==> config.mk <==
export PLATFORM = sky130hd
export DESIGN_NAME = serial_to_parallel_flat
export DESIGN_NICKNAME = d
export VERILOG_FILES = /design/src/rtl/uart_pkg.sv /design/src/rtl/serial_to_parallel_if.sv /design/src/rtl/byte_slot_writer.sv /design/src/rtl/serial_to_parallel.sv /design/src/flat_wrapper.sv
export SDC_FILE = /design/constraint.sdc
export NUM_CORES = 1
export LEC_CHECK = 0
export BUFFER_PORTS_ARGS = -buffer_cell sky130_fd_sc_hd__buf_2
export CAP_MARGIN = 10
export CORE_MARGIN = 2
export CORE_UTILIZATION = 50
export CTS_CLUSTER_DIAMETER = 40
export DETAILED_ROUTE_END_ITERATION = 16
export PLACE_DENSITY_LB_ADDON = 0.08
export RECOVER_POWER = 50
export SETUP_SLACK_MARGIN = 0.5
export SLEW_MARGIN = 20
export SYNTH_ARGS = -nofsm -noshare
export SYNTH_HDL_FRONTEND = slang
export SYNTH_HIERARCHICAL = 1
export SYNTH_SLANG_ARGS = --single-unit
==> constraint.sdc <==
create_clock -name iCE_CLK -period 2.5 [get_ports iCE_CLK]
set_input_delay 0.25 -clock iCE_CLK [delete_from_list [all_inputs] [get_ports iCE_CLK]]
set_output_delay 0.25 -clock iCE_CLK [all_outputs]
set_load 0.03 [all_outputs]
==> src/rtl/uart_pkg.sv <==
// Shared definitions for the UART byte path: byte width, the word
// assembler FSM encoding and default sizing parameters.
package uart_pkg;

  localparam int BYTE_W             = 8;
  localparam int DEF_N              = 32;
  localparam int DEF_TIMEOUT_CYCLES = 1000000;

  // Word assembler states: gathering bytes, or holding a complete word.
  typedef enum logic {
    S_COLLECT = 1'b0,
    S_FULL    = 1'b1
  } s2p_state_t;

endpackage

==> src/rtl/serial_to_parallel_if.sv <==
// Byte-in / word-out bundle of the serial_to_parallel block.
// The slave modport is the assembler; the master modport is the
// environment (UART rx core on the byte side, consumer on the word side).
// With SERIAL_TO_PARALLEL_TIMEOUT_EN defined the bundle also carries the
// inter-byte timeout pulse.
interface serial_to_parallel_if
  import uart_pkg::*;
#(
  parameter int N = DEF_N
);

  logic [BYTE_W-1:0] rx_byte;
  logic              rx_valid;
  logic [N-1:0]      word;
  logic              word_valid;
  logic              word_ready;
  logic              overrun;
`ifdef SERIAL_TO_PARALLEL_TIMEOUT_EN
  logic              timeout;

  modport master (
    output rx_byte, rx_valid, word_ready,
    input  word, word_valid, overrun, timeout
  );

  modport slave (
    input  rx_byte, rx_valid, word_ready,
    output word, word_valid, overrun, timeout
  );
`else
  modport master (
    output rx_byte, rx_valid, word_ready,
    input  word, word_valid, overrun
  );

  modport slave (
    input  rx_byte, rx_valid, word_ready,
    output word, word_valid, overrun
  );
`endif

endinterface

==> src/rtl/byte_slot_writer.sv <==
// Word register with byte-granular write: decodes a slot index into a
// per-byte write enable and stores one byte into that lane. Slots not
// addressed keep their previous contents. Shared with the transmit-side
// selector, which reads the same lane layout in reverse.
module byte_slot_writer
  import uart_pkg::*;
#(
  parameter int N          = DEF_N,
  parameter int BYTE_CNT_W = 3
) (
  input  logic                  clk,
  input  logic                  rst_n,
  input  logic                  wr_en,
  input  logic [BYTE_CNT_W-1:0] slot,
  input  logic [BYTE_W-1:0]     data,
  output logic [N-1:0]          word
);

  localparam int SLOTS = N / BYTE_W;

  // Byte-lane register: lane k is bits [8k+7:8k] and loads when addressed.
  // NOTE: sequential logic uses non-blocking (<=) so every flop samples
  // pre-edge values regardless of statement order.
  // NOTE: this is a flop bank, not a RAM, so it takes the async reset and
  // powers up as a clean all-zero word.
  always_ff @(posedge clk or negedge rst_n) begin
    if (!rst_n) begin
      word <= '0;
    end else if (wr_en) begin
      for (int k = 0; k < SLOTS; k++) begin
        if (slot == BYTE_CNT_W'(k)) begin
          word[k*BYTE_W +: BYTE_W] <= data;
        end
      end
    end
  end

endmodule

==> src/rtl/serial_to_parallel.sv <==
// Assembles a least-significant-byte-first stream from the UART receiver
// into one N-bit word and offers it downstream with valid/ready.
// A byte arriving while a finished word is still unclaimed is dropped and
// flagged by a one-cycle overrun pulse. All outputs come from flops.
// Optional: SERIAL_TO_PARALLEL_TIMEOUT_EN adds an inter-byte gap timer that
// abandons a stalled partial word and pulses 'timeout'.
module serial_to_parallel
  import uart_pkg::*;
#(
  parameter int N              = DEF_N,
  parameter int BYTE_CNT_W     = 3,
  parameter int TIMEOUT_CYCLES = DEF_TIMEOUT_CYCLES
) (
  input logic                 iCE_CLK,
  input logic                 rst_n,
  serial_to_parallel_if.slave s2p
);

  localparam int                    SLOTS     = N / BYTE_W;
  localparam logic [BYTE_CNT_W-1:0] LAST_SLOT = BYTE_CNT_W'(SLOTS - 1);

  // Reject configurations the lane decoder or gap timer cannot represent.
  if ((N % BYTE_W) != 0 || N < 16) begin : g_bad_n
    $error("serial_to_parallel: N must be a multiple of 8 and at least 16");
  end
  if ((1 << BYTE_CNT_W) < SLOTS) begin : g_bad_cnt_w
    $error("serial_to_parallel: BYTE_CNT_W too narrow for N/8 slots");
  end
  if (TIMEOUT_CYCLES < 1) begin : g_bad_timeout
    $error("serial_to_parallel: TIMEOUT_CYCLES must be positive");
  end

  s2p_state_t            state_q, state_d;
  logic [BYTE_CNT_W-1:0] cnt_q, cnt_d;
  logic                  overrun_q, overrun_d;
  logic                  wr_en;
  logic [BYTE_CNT_W-1:0] wr_slot;
  logic [N-1:0]          word_q;

`ifdef SERIAL_TO_PARALLEL_TIMEOUT_EN
  localparam int GAP_W = $clog2(TIMEOUT_CYCLES + 1);

  logic [GAP_W-1:0] gap_q, gap_d;
  logic             timeout_q, timeout_d;
`endif

  byte_slot_writer #(
    .N          (N),
    .BYTE_CNT_W (BYTE_CNT_W)
  ) u_writer (
    .clk   (iCE_CLK),
    .rst_n (rst_n),
    .wr_en (wr_en),
    .slot  (wr_slot),
    .data  (s2p.rx_byte),
    .word  (word_q)
  );

  // State, byte counter and pulse flags register.
  always_ff @(posedge iCE_CLK or negedge rst_n) begin
    if (!rst_n) begin
      state_q   <= S_COLLECT;
      cnt_q     <= '0;
      overrun_q <= 1'b0;
`ifdef SERIAL_TO_PARALLEL_TIMEOUT_EN
      gap_q     <= '0;
      timeout_q <= 1'b0;
`endif
    end else begin
      state_q   <= state_d;
      cnt_q     <= cnt_d;
      overrun_q <= overrun_d;
`ifdef SERIAL_TO_PARALLEL_TIMEOUT_EN
      gap_q     <= gap_d;
      timeout_q <= timeout_d;
`endif
    end
  end

  // Next state: byte capture, word completion, handshake and drop detection.
  // NOTE: every signal written here gets a default first, so no path leaves
  // it unassigned and no latch is inferred.
  always_comb begin
    state_d   = state_q;
    cnt_d     = cnt_q;
    overrun_d = 1'b0;
    wr_en     = 1'b0;
    wr_slot   = cnt_q;
`ifdef SERIAL_TO_PARALLEL_TIMEOUT_EN
    gap_d     = '0;
    timeout_d = 1'b0;
`endif
    unique case (state_q)
      S_COLLECT: begin
        if (s2p.rx_valid) begin
          wr_en = 1'b1;
          if (cnt_q == LAST_SLOT) begin
            cnt_d   = '0;
            state_d = S_FULL;
          end else begin
            cnt_d = cnt_q + 1'b1;
          end
        end
`ifdef SERIAL_TO_PARALLEL_TIMEOUT_EN
        // A partial word that has gone quiet too long is abandoned.
        else if (cnt_q != '0) begin
          if (gap_q == GAP_W'(TIMEOUT_CYCLES)) begin
            cnt_d     = '0;
            timeout_d = 1'b1;
          end else begin
            gap_d = gap_q + 1'b1;
          end
        end
`endif
      end
      S_FULL: begin
        if (s2p.word_ready) begin
          state_d = S_COLLECT;
          // A byte landing on the handshake cycle starts the next word.
          if (s2p.rx_valid) begin
            wr_en   = 1'b1;
            wr_slot = '0;
            cnt_d   = BYTE_CNT_W'(1);
          end
        end else if (s2p.rx_valid) begin
          overrun_d = 1'b1;
        end
      end
    endcase
  end

  // Outputs decoded from registered state only; no input reaches an output.
  always_comb begin
    s2p.word       = word_q;
    s2p.word_valid = (state_q == S_FULL);
    s2p.overrun    = overrun_q;
`ifdef SERIAL_TO_PARALLEL_TIMEOUT_EN
    s2p.timeout    = timeout_q;
`endif
  end

endmodule
==> src/flat_wrapper.sv <==
// flat-port wrapper written by rule: the top's interface ports become plain ports
module serial_to_parallel_flat import uart_pkg::*;
#(
  parameter int N              = DEF_N,
  parameter int BYTE_CNT_W     = 3,
  parameter int TIMEOUT_CYCLES = DEF_TIMEOUT_CYCLES
)
  (iCE_CLK, rst_n, s2p_rx_byte, s2p_rx_valid, s2p_word_ready, s2p_word, s2p_word_valid, s2p_overrun);
  serial_to_parallel_if #(.N(N)) s2p_i ();
  input logic iCE_CLK;
  input logic rst_n;
  input wire logic [$bits(s2p_i.rx_byte)-1:0] s2p_rx_byte;
  input wire logic [$bits(s2p_i.rx_valid)-1:0] s2p_rx_valid;
  input wire logic [$bits(s2p_i.word_ready)-1:0] s2p_word_ready;
  output wire logic [$bits(s2p_i.word)-1:0] s2p_word;
  output wire logic [$bits(s2p_i.word_valid)-1:0] s2p_word_valid;
  output wire logic [$bits(s2p_i.overrun)-1:0] s2p_overrun;
  assign s2p_i.rx_byte = s2p_rx_byte;
  assign s2p_i.rx_valid = s2p_rx_valid;
  assign s2p_i.word_ready = s2p_word_ready;
  assign s2p_word = s2p_i.word;
  assign s2p_word_valid = s2p_i.word_valid;
  assign s2p_overrun = s2p_i.overrun;
  serial_to_parallel #(.N(N), .BYTE_CNT_W(BYTE_CNT_W), .TIMEOUT_CYCLES(TIMEOUT_CYCLES)) u_core (.iCE_CLK(iCE_CLK), .rst_n(rst_n), .s2p(s2p_i));
endmodule
# [After elaboration in Yosys (flattened, before gate mapping)]
# Cells that the tools add are included.
[op_classes] mux=17 add_sub_neg=1 n_eq_ne=7 reduce_logical=6 n_bitwise=1
[ops] op="3-bit two-way mux" n=7
[ops] op="3-bit by 2-bit == test with 1-bit output (second input constant)" n=3
[ops] op="2-bit AND reduction" n=4
[ops] op="1-bit two-way mux" n=7
[ops] op="2-bit inequality test (second input constant)" n=3
[ops] op="3-bit one-hot mux with 2 select lines" n=1
[ops] op="1-bit one-hot mux with 2 select lines" n=2
[ops] op="3-bit by 1-bit adder with 3-bit output (second input constant)" n=1
[ops] op="3-bit by 1-bit == test with 1-bit output (second input constant)" n=1
[ops] op="3-bit zero test" n=1
[ops] op="3-bit AND reduction" n=1
[ops] op="1-bit NOT" n=1
[word_totals] inputBits=12 out_inout_bits=34 regBits=37

# [Longest topological paths before layout]
[logic_depth] word_depth=5 mapped_depth=6 depth_no_buf=5

# [Hierarchy]
# Netlist, hierarchy kept.
[modules_own_cells] module="byte_slot_writer" area_per_inst_um2=1223.7 cells_each=70 n_inst=1
[modules_own_cells] module="serial_to_parallel" area_per_inst_um2=256.5 cells_each=25 n_inst=1

# [Worst setup path before layout]
# OpenSTA, ideal clock, no wires.
[synth_timing] kind="register -> register" from="register u_core.state_q (netlist: u_core/s2p.word_valid)" to="register u_core.u_writer.word[0]" stages_incl_launch_ff=5 path_buffers=0 setup_slack_ns=0.564 setup_ns=0.125 t_arrival_ns=1.811 period_less_slack_ns=1.936 path_cell_list="dfrtp_1 -> nand3_1 -> and2_1 -> nor4b_4 -> mux2_2"
[synth_between] elab_chain_cells=3 elab_cells_between_ends=5 classes_between="2 x mux; 1 x bitwise; 2 x reduce/logical"
[synth_lines] item="start, declared" line_no="serial_to_parallel.sv:33" source="s2p_state_t state_q, state_d;"
[synth_lines] item="start signal, assigned" line_no="serial_to_parallel.sv:70" source="state_q <= state_d;"
[synth_lines] item="3-bit two-way mux" line_no="serial_to_parallel.sv:93" source="unique case (state_q)"
[synth_lines] item="named net u_core.wr_slot[1]" line_no="serial_to_parallel.sv:37" source="logic [BYTE_CNT_W-1:0] wr_slot;"
[synth_lines] item="3-bit zero test" line_no="byte_slot_writer.sv:31" source="if (slot == BYTE_CNT_W'(k)) begin"
[synth_lines] item="2-bit AND reduction (no source line)"
[synth_lines] item="end signal, assigned by index" line_no="byte_slot_writer.sv:32" source="word[k*BYTE_W +: BYTE_W] <= data;"
[synth_lines] item="end, declared" line_no="byte_slot_writer.sv:16" source="output logic [N-1:0] word"
# The timed path passes the listed nets, and every way through them passes these cells.
# A chain may end at the register's enable or synchronous reset.

# [Worst setup path in the final report]
[layout_timing] from="register u_core.state_q (netlist: u_core/s2p.word_valid)" to="register u_core.u_writer.word[14]"
[layout_between] elab_chain_cells=3 elab_cells_between_ends=5 classes_between="1 x eq/ne; 2 x mux; 1 x bitwise; 1 x reduce/logical"
[layout_lines] item="3-bit two-way mux" line_no="serial_to_parallel.sv:93"
[layout_lines] item="named net u_core.wr_slot[1]" line_no="serial_to_parallel.sv:37"
[layout_lines] item="3-bit by 1-bit == test with 1-bit output" line_no="byte_slot_writer.sv:31"
[layout_lines] item="2-bit AND reduction (no source line)"
# The timed path passes the listed nets, and every way through them passes these cells.

==> flow_metrics.tcl <==
set metrics [dict create \
    crit_arrival_ns 2.06 \
    gr-usage-met2 0.294 \
    fin_crit_ns 1.83 \
    synth_edf_count 0 \
    drtIter0Drc 40 \
    place_inst 174 \
    yosys_warnings 6 \
    vdd_drop_max_uv 1150 \
    wirelength_um 2760 \
    die_h_um 58.4 \
    tightest_slew_ns 0.871 \
    syn_avg_cell_area_um2 15.6 \
    period_share 0.734 \
    synthFlopType "dfrtp_1" \
    multi_input_area_um2 549 \
    cts.sinks 37 \
    dp_hpwl_um 2060 \
    drc 0 \
    syn_inst 95 \
    ys_seq_elements 37 \
    maxCapViolCount 0 \
    place_congestion 0.849 \
    cts.clk_slew.worst_paths_ns 0.10 \
    critPathRequiredTime_ns 2.72 \
    syn-num-nets 108 \
    overflow 0 \
    power.leakage_nw 0.859 \
    grt_pass1_vias 982 \
    ys_seq_area_frac 0.626 \
    synthArstFlopShare 1.00 \
    end_kind "register" \
    syn_area_um2 1480 \
    slew_headroom 0.419 \
    fmax_mhz 545 \
    instances_no_fill 186 \
    start_util 0.532 \
    fillers 220 \
    dieArea_um2 3410 \
    layout.nets 167 \
    grt.busiest_layer "met2" \
    cts.repair.resized 0 \
    setup_viol 0 \
    hold_path_class "in2reg" \
    synth.distinct_cells 20 \
    fin_skew_ns 0.00629 \
    die_x_um 58.4 \
    track_usage 0.187 \
    r2r-start "u_core/s2p.word_valid" \
    run_status "complete, no violations" \
    via_per_inst 5.20 \
    r2r_end "u_core/u_writer/word[14]" \
    syn_to_final_growth_pct 26.6 \
    vias 967 \
    antenna_cells 0 \
    grt_max_degree 38 \
    cp-start-kind "register" \
    cts_tree "yes" \
    io_pins 46 \
    wl_per_cell_um 14.8 \
    grt_pass1_wl_um 4660 \
    core_um2 2780 \
    final-seq-area_um2 926 \
    critPathLaunch "u_core/s2p.word_valid" \
    port_buffers 45 \
    drive_above_1_share 0.490 \
    ctsRootBufferMaster "clkbuf_4" \
    cts_buffers 5 \
    met3_usage 0.0681 \
    critical_path_class "reg2reg" \
    cts_buffer_depth 2 \
    cp_max_fo 7 \
    r2r_slack_ns 0.67 \
    worstHoldEndpoint "u_core/u_writer/word[25]" \
    insertion_delay_ns 0.33 \
    antenna_found_initial 0 \
    cts_htree_levels 2 \
    min_from "s2p_rx_byte[1]" \
    finalHoldViolCount 0 \
    fin_setup_tns_ns 0 \
    ant_nets 0 \
    hold_depth 2 \
    dr.pass1.iters 4 \
    slew_violations 0 \
    rsz0062_at_grt "false" \
    grt_util_met1 0.243 \
    ff2ff_path_depth 5 \
    rows 19 \
    powerDensity_nw_per_um2 1510 \
]
## through the flow
step	setup slack [ns]	cell area, um2	hold WS, ns	util	power, mW
6_report	0.665	1870	0.180	0.674	2.84
5_1_grt	0.532	1870	0.175	0.674	3.00
4_1_cts	0.549	1880	0.163	0.676	2.90
3_5_place_dp	0.560	1780	0.377	0.641	2.48
3_3_place_gp	0.593	1780	0.370	0.641	2.43
2_1_floorplan	0.564	1480	-0.0456	-	2.03
## how the worst max path moves through the flow
stage	cells past startpoint	slack, ns	endpoint
2_1_floorplan	4	0.56	u_core/u_writer/word[0]
3_5_place_dp	4	0.56	u_core/u_writer/word[31]
6_report	5	0.67	u_core/u_writer/word[14]
5_1_grt	5	0.53	u_core/u_writer/word[14]
3_3_place_gp	4	0.59	u_core/u_writer/word[28]
4_1_cts	4	0.55	u_core/u_writer/word[24]
## power breakdown
part           internal [mW]  leakage, nW  switching [mW]
registers              0.885        0.446           0.154
clock network          0.239       0.0455           0.181
logic                  0.506        0.367           0.872
## cells by family (layout without fill, tap and decap cells)
group,count (synthesis),in the layout,share of synthesized area
flops,37,37,0.626
mux,33,33,0.250
compound gates,4,4,0.0237
fa+ha+maj,1,1,0.00845
simple gates,16,16,0.0803
buf+inv,4,64,0.0118
## repair_timing
| action | CTS | global route |
|---|---|---|
| buffers inserted | 0 | 3 |
| hold endpoints to repair | 21 | 0 |
| hold buffers | 1 | 0 |
| setup endpoints to repair | 0 | 13 |
## worst max-delay path, cell delays in order (launching register included)
cell      delay, ns
dfrtp_1        0.47
nand3_1        0.13
and2_1         0.24
nor4bb_2       0.35
buf_4          0.21
mux2_2         0.34
## state kept, by name, summed over array words and instances (netlist names)
| register | cells |
|---|---|
| u_core/s2p.overrun | 1 |
| u_core/s2p.word_valid | 1 |
| u_core/u_writer/word | 32 |
| u_core/cnt_q | 3 |
## cell usage in the layout (no fill, tap or decap)
cell | netlist | routed
clkbuf_8 | 0 | 1
nand2b_1 | 2 | 2
buf_4 | 0 | 8
nor2_1 | 3 | 3
clkbuf_1 | 0 | 23
and2_1 | 3 | 3
clkbuf_4 | 0 | 5
nand2_1 | 1 | 1
o21a_1 | 1 | 1
nand2b_2 | 1 | 1
dlygate4sd3_1 | 0 | 1
nand3_1 | 1 | 1
nor4bb_2 | 0 | 2
mux2_2 | 32 | 32
nand4b_1 | 1 | 1
a32o_1 | 1 | 1
o31ai_2 | 1 | 1
dfrtp_1 | 37 | 37
nor4b_4 | 1 | 1
nand2_2 | 1 | 1
ha_1 | 1 | 1
buf_2 | 2 | 22
inv_1 | 2 | 2
o21ai_0 | 1 | 1
mux2i_1 | 1 | 1
clkbuf_2 | 0 | 1
bufinv_16 | 0 | 1
## cell usage after synthesis (2+ instances only)
master,n,area share
and2_1,3,0.013
buf_2,2,0.0068
dfrtp_1,37,0.63
inv_1,2,0.0051
mux2_2,32,0.24
nand2b_1,2,0.0085
nor2_1,3,0.0076
nor4bb_1,2,0.014
## area by class of cell
class	count	area share
flip-flops and latches	37	0.494
inverters	2	0.00401
repair buffers	54	0.143
clock buffers	7	0.0294
multi-input cells	54	0.293
clock inverters	1	0.0160
well taps	31	0.0207
## routing by layer
metal  vias up  part of all wire
li1        458                 -
met1       473              0.43
met2        32              0.50
met3         4             0.065
met4         0             0.011
met5         -                 0
(Power assumes the default switching activity.)
